[src/rtl/async_transmitter.sv]
// RS-232 style serial transmitter with a one-byte holding register.
// A fractional-accumulator baud generator paces START/DATA/PARITY/STOP bits.
module async_transmitter #(
  parameter int unsigned ClkFrequency          = 32000000,
  parameter int unsigned Baud                  = 2000000,
  parameter int unsigned BaudGeneratorAccWidth = 16,
  parameter int unsigned Parity                = 0,
  parameter int unsigned StopBits              = 1
) (
  input  logic       clk,
  input  logic       rst,
  input  logic       TxD_start,
  input  logic [7:0] TxD_data,
  output logic       TxD,
  output logic       TxD_ready,
  output logic       TxD_busy,
  output logic       TxD_done
);

  localparam int unsigned AccW    = BaudGeneratorAccWidth;
  localparam logic [63:0] IncWide =
    ((64'(Baud) << AccW) + 64'(ClkFrequency / 2)) / 64'(ClkFrequency);
  localparam logic [AccW:0] Inc      = IncWide[AccW:0];
  localparam logic          ParityOdd = (Parity == 2);
  localparam logic [2:0]    LastStop  = 3'(StopBits - 1);

  typedef enum logic [2:0] {IDLE, START, DATA, PARITY, STOP} state_t;

  state_t          state, stateNext;
  logic [7:0]      shiftReg, shiftNext;
  logic [2:0]      bitIdx, bitIdxNext;
  logic [7:0]      holdData, holdDataNext;
  logic            holdValid, holdValidNext;
  logic            parityBit, parityNext;
  logic [AccW-1:0] acc, accNext;
  logic [AccW:0]   accSum;
  logic            tick, accept, directLoad, doneNext, txdNext;

  always_ff @(posedge clk or posedge rst) begin
    if (rst) state <= IDLE;
    else     state <= stateNext;
  end

  // Next-state, baud accumulator, holding register and line value.
  always_comb begin
    stateNext     = state;
    shiftNext     = shiftReg;
    bitIdxNext    = bitIdx;
    holdDataNext  = holdData;
    holdValidNext = holdValid;
    parityNext    = parityBit;
    accNext       = acc;
    doneNext      = 1'b0;
    directLoad    = 1'b0;
    txdNext       = 1'b1;
    accept        = TxD_start & TxD_ready;
    accSum        = {1'b0, acc} + Inc;
    tick          = (state != IDLE) & accSum[AccW];

    if (state != IDLE) accNext = accSum[AccW-1:0];

    case (state)
      IDLE: begin
        if (accept) begin
          stateNext  = START;
          shiftNext  = TxD_data;
          parityNext = (^TxD_data) ^ ParityOdd;
          accNext    = '0;
          directLoad = 1'b1;
        end
      end
      START: begin
        if (tick) begin
          stateNext  = DATA;
          bitIdxNext = '0;
        end
      end
      DATA: begin
        if (tick) begin
          if (bitIdx == 3'd7) begin
            stateNext  = (Parity != 0) ? PARITY : STOP;
            bitIdxNext = '0;
          end else begin
            shiftNext  = {1'b0, shiftReg[7:1]};
            bitIdxNext = bitIdx + 3'd1;
          end
        end
      end
      PARITY: begin
        if (tick) begin
          stateNext  = STOP;
          bitIdxNext = '0;
        end
      end
      STOP: begin
        if (tick) begin
          if (bitIdx == LastStop) begin
            // Chain the next frame with no idle gap when a byte is available.
            if (holdValid) begin
              stateNext     = START;
              shiftNext     = holdData;
              parityNext    = (^holdData) ^ ParityOdd;
              holdValidNext = 1'b0;
            end else if (accept) begin
              stateNext  = START;
              shiftNext  = TxD_data;
              parityNext = (^TxD_data) ^ ParityOdd;
              directLoad = 1'b1;
            end else begin
              stateNext = IDLE;
              doneNext  = 1'b1;
            end
          end else begin
            bitIdxNext = bitIdx + 3'd1;
          end
        end
      end
      default: stateNext = IDLE;
    endcase

    if (accept && !directLoad) begin
      holdDataNext  = TxD_data;
      holdValidNext = 1'b1;
    end

    case (stateNext)
      START:   txdNext = 1'b0;
      DATA:    txdNext = shiftNext[0];
      PARITY:  txdNext = parityNext;
      default: txdNext = 1'b1;
    endcase
  end

  always_ff @(posedge clk or posedge rst) begin
    if (rst) begin
      shiftReg  <= '0;
      bitIdx    <= '0;
      holdData  <= '0;
      holdValid <= 1'b0;
      parityBit <= 1'b0;
      acc       <= '0;
      TxD       <= 1'b1;
      TxD_ready <= 1'b1;
      TxD_busy  <= 1'b0;
      TxD_done  <= 1'b0;
    end else begin
      shiftReg  <= shiftNext;
      bitIdx    <= bitIdxNext;
      holdData  <= holdDataNext;
      holdValid <= holdValidNext;
      parityBit <= parityNext;
      acc       <= accNext;
      TxD       <= txdNext;
      TxD_ready <= ~holdValidNext;
      TxD_busy  <= (stateNext != IDLE) | holdValidNext;
      TxD_done  <= doneNext;
    end
  end

endmodule

[config.mk]
export PLATFORM = sky130hd
export DESIGN_NAME = async_transmitter
export DESIGN_NICKNAME = d
export VERILOG_FILES = /design/src/rtl/async_transmitter.sv
export SDC_FILE = /design/constraint.sdc
export NUM_CORES = 1
export LEC_CHECK = 0
export CORE_MARGIN = 8
export CORE_UTILIZATION = 49
export CTS_BUF_LIST = sky130_fd_sc_hd__clkbuf_4 sky130_fd_sc_hd__clkbuf_8
export CTS_CLUSTER_DIAMETER = 30
export DETAILED_ROUTE_END_ITERATION = 10
export GPL_ROUTABILITY_DRIVEN = 0
export PLACE_DENSITY = 0.77
export SYNTH_ARGS = -nofsm -noshare
export SYNTH_HDL_FRONTEND = slang
export SYNTH_SLANG_ARGS = --single-unit
[constraint.sdc]
create_clock -name clk -period 5.6 [get_ports clk]
set_input_delay 0.84 -clock clk [delete_from_list [all_inputs] [get_ports clk]]
set_output_delay 0.84 -clock clk [all_outputs]
set_load 0.1 [all_outputs]
# Yosys cells after proc, flatten, opt, wreduce, memory -nomap -nowiden
# Cells that the tools add are included.
dict set report totals {
  regBits 44
  input_bits 11
  output_inout_bits 4
  elab_cells 91
}
dict set report classes {
  n_addsub 2
  eq_ne 14
  n_mux 46
  bitwise_logic 4
  n_reduce_logical 13
}
# cell count
set ops {}
lappend ops {{two-way mux 16 bit} 3}
lappend ops {{two-way mux 8 bit} 6}
lappend ops {{two-way mux 3 bit} 12}
lappend ops {{case mux 8 bit (3 select lines)} 1}
lappend ops {{two-way mux 1 bit} 19}
lappend ops {{adder 16 x 13 -> 17 bit, second input constant} 1}
lappend ops {{parity 8 bit} 2}
lappend ops {{case mux 3 bit (5 select lines)} 1}
lappend ops {{equality test 3 x 2 -> 1 bit, second input constant} 4}
lappend ops {{nonzero test 3 bit} 4}
lappend ops {{inequality test 2 bit, second input constant} 5}
lappend ops {{AND reduction 5 bit} 2}
lappend ops {{case mux 3 bit (3 select lines)} 1}
lappend ops {{equality test 3 x 1 -> 1 bit, second input constant} 2}
lappend ops {{equality test 3 bit, second input constant} 2}
lappend ops {{zero test 3 bit} 2}
lappend ops {{case mux 1 bit (2 select lines)} 2}
lappend ops {{adder 3 x 1 -> 3 bit, second input constant} 1}
lappend ops {{case mux 1 bit (3 select lines)} 1}
lappend ops {{bitwise AND 1 bit} 2}
lappend ops {{inequality test 2 x 1 -> 1 bit, second input constant} 1}
lappend ops {{OR reduction 2 bit} 1}
lappend ops {{logical AND 1 bit} 1}
lappend ops {{zero test 1 bit} 1}
lappend ops {{other kinds (2)} 2}

# Logic depth before layout (Yosys ltp)
dict set report logic_depth {
  depth_word 10
  depth_mapped 8
  mapped_depth_nobuf 8
}

# Worst setup path before layout
# Ideal clock, no wire load.
dict set report synth_timing {
  path_type {register to register}
  from {register TxD_ready}
  to {register TxD}
  setup_time_ns 0.083
  arrival_time_ns 1.916
  required_ns 5.517
  path_slack_ns 3.601
  stages_incl_launch_ff 6
  path_buffers 1
  synth_period_minus_slack_ns 1.999
  cell_sequence {dfstp_2 -> and2_1 -> clkbuf_1 -> mux2i_1 -> o211ai_2 -> a221o_1}
}
dict set report synth_via {
  word_cells_on_any_way 21
  classes_between {eq/ne (3); mux (17); bitwise (1)}
}
# item line_no
set synth_rtl {}
lappend synth_rtl {{start: declaration} 15} ;# output logic TxD_ready,
lappend synth_rtl {{start signal: assignment} 154} ;# TxD_ready <= ~holdValidNext;
lappend synth_rtl {{bitwise AND 1 bit (*)} 56} ;# accept = TxD_start & TxD_ready;
lappend synth_rtl {{two-way mux 8 bit (*)} {64, 104}}
lappend synth_rtl {{two-way mux 8 bit} 99} ;# if (holdValid) begin
lappend synth_rtl {{two-way mux 8 bit} 97} ;# if (bitIdx == LastStop) begin
lappend synth_rtl {{two-way mux 8 bit} 96} ;# if (tick) begin
lappend synth_rtl {{case mux 8 bit (3 select lines) (*)} 62} ;# case (state)
lappend synth_rtl {{via shiftNext[0]} 30} ;# logic [7:0] shiftReg, shiftNext;
lappend synth_rtl {{case mux 1 bit (3 select lines) (*)} 126} ;# case (stateNext)
lappend synth_rtl {{via txdNext} 37} ;# logic tick, accept, directLoad, doneNext, txdNext;
lappend synth_rtl {{end signal: assignment} 153} ;# TxD <= txdNext;
lappend synth_rtl {{end: declaration} 14} ;# output logic TxD,
# The timed path passes the listed nets; every way through them passes the cells marked *. The select of a mux whose other input is x is not followed.
# A chain may end at the register's enable or synchronous reset.

# Worst setup path in the final report
dict set report layout_timing {
  from {register TxD_ready}
  to {output TxD_ready}
}
# No word-level cell between the ends.

==> out/qor.txt <==
min cycle time layout -> 2.86 ns
ANT cells -> 0
CP Depth -> 1
initial antenna violation count -> 0
Util after Layout -> 56.3%
CP peak stage delay -> 1.13 ns
DR iter-0 viols -> 139
row cnt -> 22
Synth async-reset ratio -> 100%
maximum net fanout on the critical path -> 3
syn nets -> 195
H-tree Lvls -> 2
Die Ht -> 76.5 microns
Fmax achieved -> 350 MHz
number of synthesized register bits -> 32
RR Endpoint -> shiftReg[7]
Synth area leader -> dfrtp_1
DP Wirelength -> 2660 microns
largest net degree at the start of global routing -> 33
WP data arrival -> 2.02 ns
R2R depth -> 8
I/O pins -> 15
clk_lat worst skew -> 0.34 ns
register area -> 803 sq um
Crit Path Class -> reg -> out
Least-Margin Pin Slew -> 0.975 ns
Mapped Cells -> 180
Critical Path RT -> 4.76 ns
Setup violations, final -> 0
postcts setup bufs -> 0
worst setup path end -> TxD_ready
most common cell in the synthesized netlist -> dfrtp_1
total CTS buffers -> 5
first-pass GRT wire length -> 6570 microns
number of synthesized flops with an enable pin -> 0
Final Max Slew Viols -> 0
synthesized area -> 1790 sq um
Power Density -> 259 nW/um^2
Final Hold Violating Endpoints -> 0
Routed WL -> 3730 microns
vias per inst -> 5.73
share of the synthesized area in the top cell type -> 41.9%
Initial Util -> 50.1%
multi-input logic area -> 921 sq um
most frequent cells after synthesis -> dfrtp_1 (30), nand2_1 (25), xnor2_1 (14), o21ai_0 (13), nor2_1 (10)
Clock Skews -> 0.00799 ns
IO Port Bufs -> 14
leak pwr -> 0.859 nW
via count -> 1399
die area -> 5850 sq um
fraction of layout cells with a size suffix above 1 -> 14.3%
maximum VDD drop -> 180 uV
setup tns final -> 0 ns
Worst Path Buf+Inv -> 1
Clock Tree Buf Depth -> 2
Hold WS -> 0.489 ns
Worst setup EP type -> primary output
r2r setup slk -> 3.50 ns
root buffer cell -> clkbuf_4
residual DRC count -> 0
CTS clk-pin slew, worst paths -> 0.10 ns
Critical-path top delay cell -> clkdlybuf4s50_1
vias in the first global route -> 1489
CTS sink count -> 32
status -> finished clean
hold_buf cts -> 0
Synth area leaders -> dfrtp_1 (42%), xnor2_1 (6.8%), nand2_1 (5.2%)
CP top delay family -> buffers and inverters
Slew Limit Headroom -> 34.8%
Hold Crit Class -> reg -> reg
GR Overflow Total -> 0
Crit Reg-Reg Startpoint -> bitIdx[0]
Synth Warn # -> 0
core footprint -> 3580 sq um
sequential fraction of the synthesis area -> 44.8%
drt pass-1 iters -> 4
CTS-repair resized insts -> 0
Layout Area Growth over Synthesis -> 12.5%
Post-Syn Area per Cell -> 9.95 sq um
RSZ-0062 raised after global routing -> no
Overall Global Routing Usage -> 13.5%
post-synth cell types -> 42
post-route clock period utilization -> 51.0%
FILL cells -> 318
CP cell instances -> clkdlybuf4s50_1
# nets final -> 210
WL/cell -> 15.3 microns
top_reg_cell synth -> dfrtp_1
Max-Cap Viols -> 0
CTS tree -> done
Crit. Startpoint -> TxD_ready
die width -> 76.5 microns
startpoint type of the worst setup path -> flop
ANT nets after route -> 0
-- area by class of cell --
class	count	share of cell area (%)
clock buffer	6	2.55
clock inverter	2	0.497
inverter	6	1.12
multi-input combinational	135	45.7
sequential	32	39.9
tap	48	2.98
timing repair buffer	15	7.32
-- power by group --
part           leakage (nW)  internal [mW]  switching, mW  total, mW
registers             0.397          0.250         0.0200      0.270
clock network        0.0380         0.0597         0.0797      0.139
logic                 0.423         0.0611         0.0508      0.112
-- flip-flops by register name (all words and copies together), names as in the netlist --
register	count
TxD_done	1
holdValid	1
holdData	8
parityBit	1
shiftReg	8
state	3
bitIdx	3
TxD	1
TxD_busy	1
TxD_ready	1
acc	4
-- stage by stage --
step / area, sq um / cells / worst slack [ns] / power, mW
6_report: 2020 / 244 / 2.74 / 0.522
5_1_grt: 2020 / 244 / 2.70 / 0.549
4_1_cts: 2020 / 244 / 2.73 / 0.525
3_5_place_dp: 1950 / 236 / 3.11 / 0.388
3_3_place_gp: 1950 / 236 / 3.12 / 0.383
2_1_floorplan: 1790 / 180 / 3.60 / 0.356
-- cells in the final DEF, fill, tap and decap left out, drive strengths merged, types with 3 or more instances in the layout --
cell / count
nor2: 11
nor3: 5
xnor2: 14
clkbuf: 6
dfrtp: 30
clkdlybuf4s50: 14
nand2: 25
nor2b: 3
a222oi: 7
o31ai: 3
nand3: 6
nand3b: 4
ha: 4
o21ai: 13
a21oi: 9
mux2: 8
inv: 6
-- logic make-up (layout without fill, tap and decap cells) --
| kind of cell | after synthesis | in the layout | synth area share, % |
|---|---|---|---|
| multiplexers | 9 | 9 | 5.59 |
| buffers and inverters | 13 | 29 | 3.77 |
| AND/OR/NAND/NOR | 66 | 66 | 19.3 |
| adder cells (fa/ha/maj) | 4 | 4 | 2.79 |
| AO/OA/AOI/OAI | 42 | 42 | 16.8 |
| XOR/XNOR | 14 | 14 | 6.84 |
| flip-flops | 32 | 32 | 44.8 |
-- how the worst min path moves through the flow --
stage / start / end / cells after the start
after floorplan: shiftReg[6] / shiftReg[6] / 2
after global placement: shiftReg[6] / shiftReg[6] / 2
after detailed placement: shiftReg[3] / shiftReg[3] / 2
after CTS: shiftReg[3] / shiftReg[3] / 2
after global routing: shiftReg[3] / shiftReg[3] / 2
final: shiftReg[3] / shiftReg[3] / 2
-- metal layers --
layer | track usage [%] | wire [microns] | vias up
li1 | - | - | 675
met1 | 15.0 | 1650 | 690
met2 | 22.5 | 1840 | 27
met3 | 4.36 | 177 | 7
met4 | 6.73 | 56 | 0
met5 | 0 | 0 | -
No activity file was read; power rests on OpenSTA's default activity.
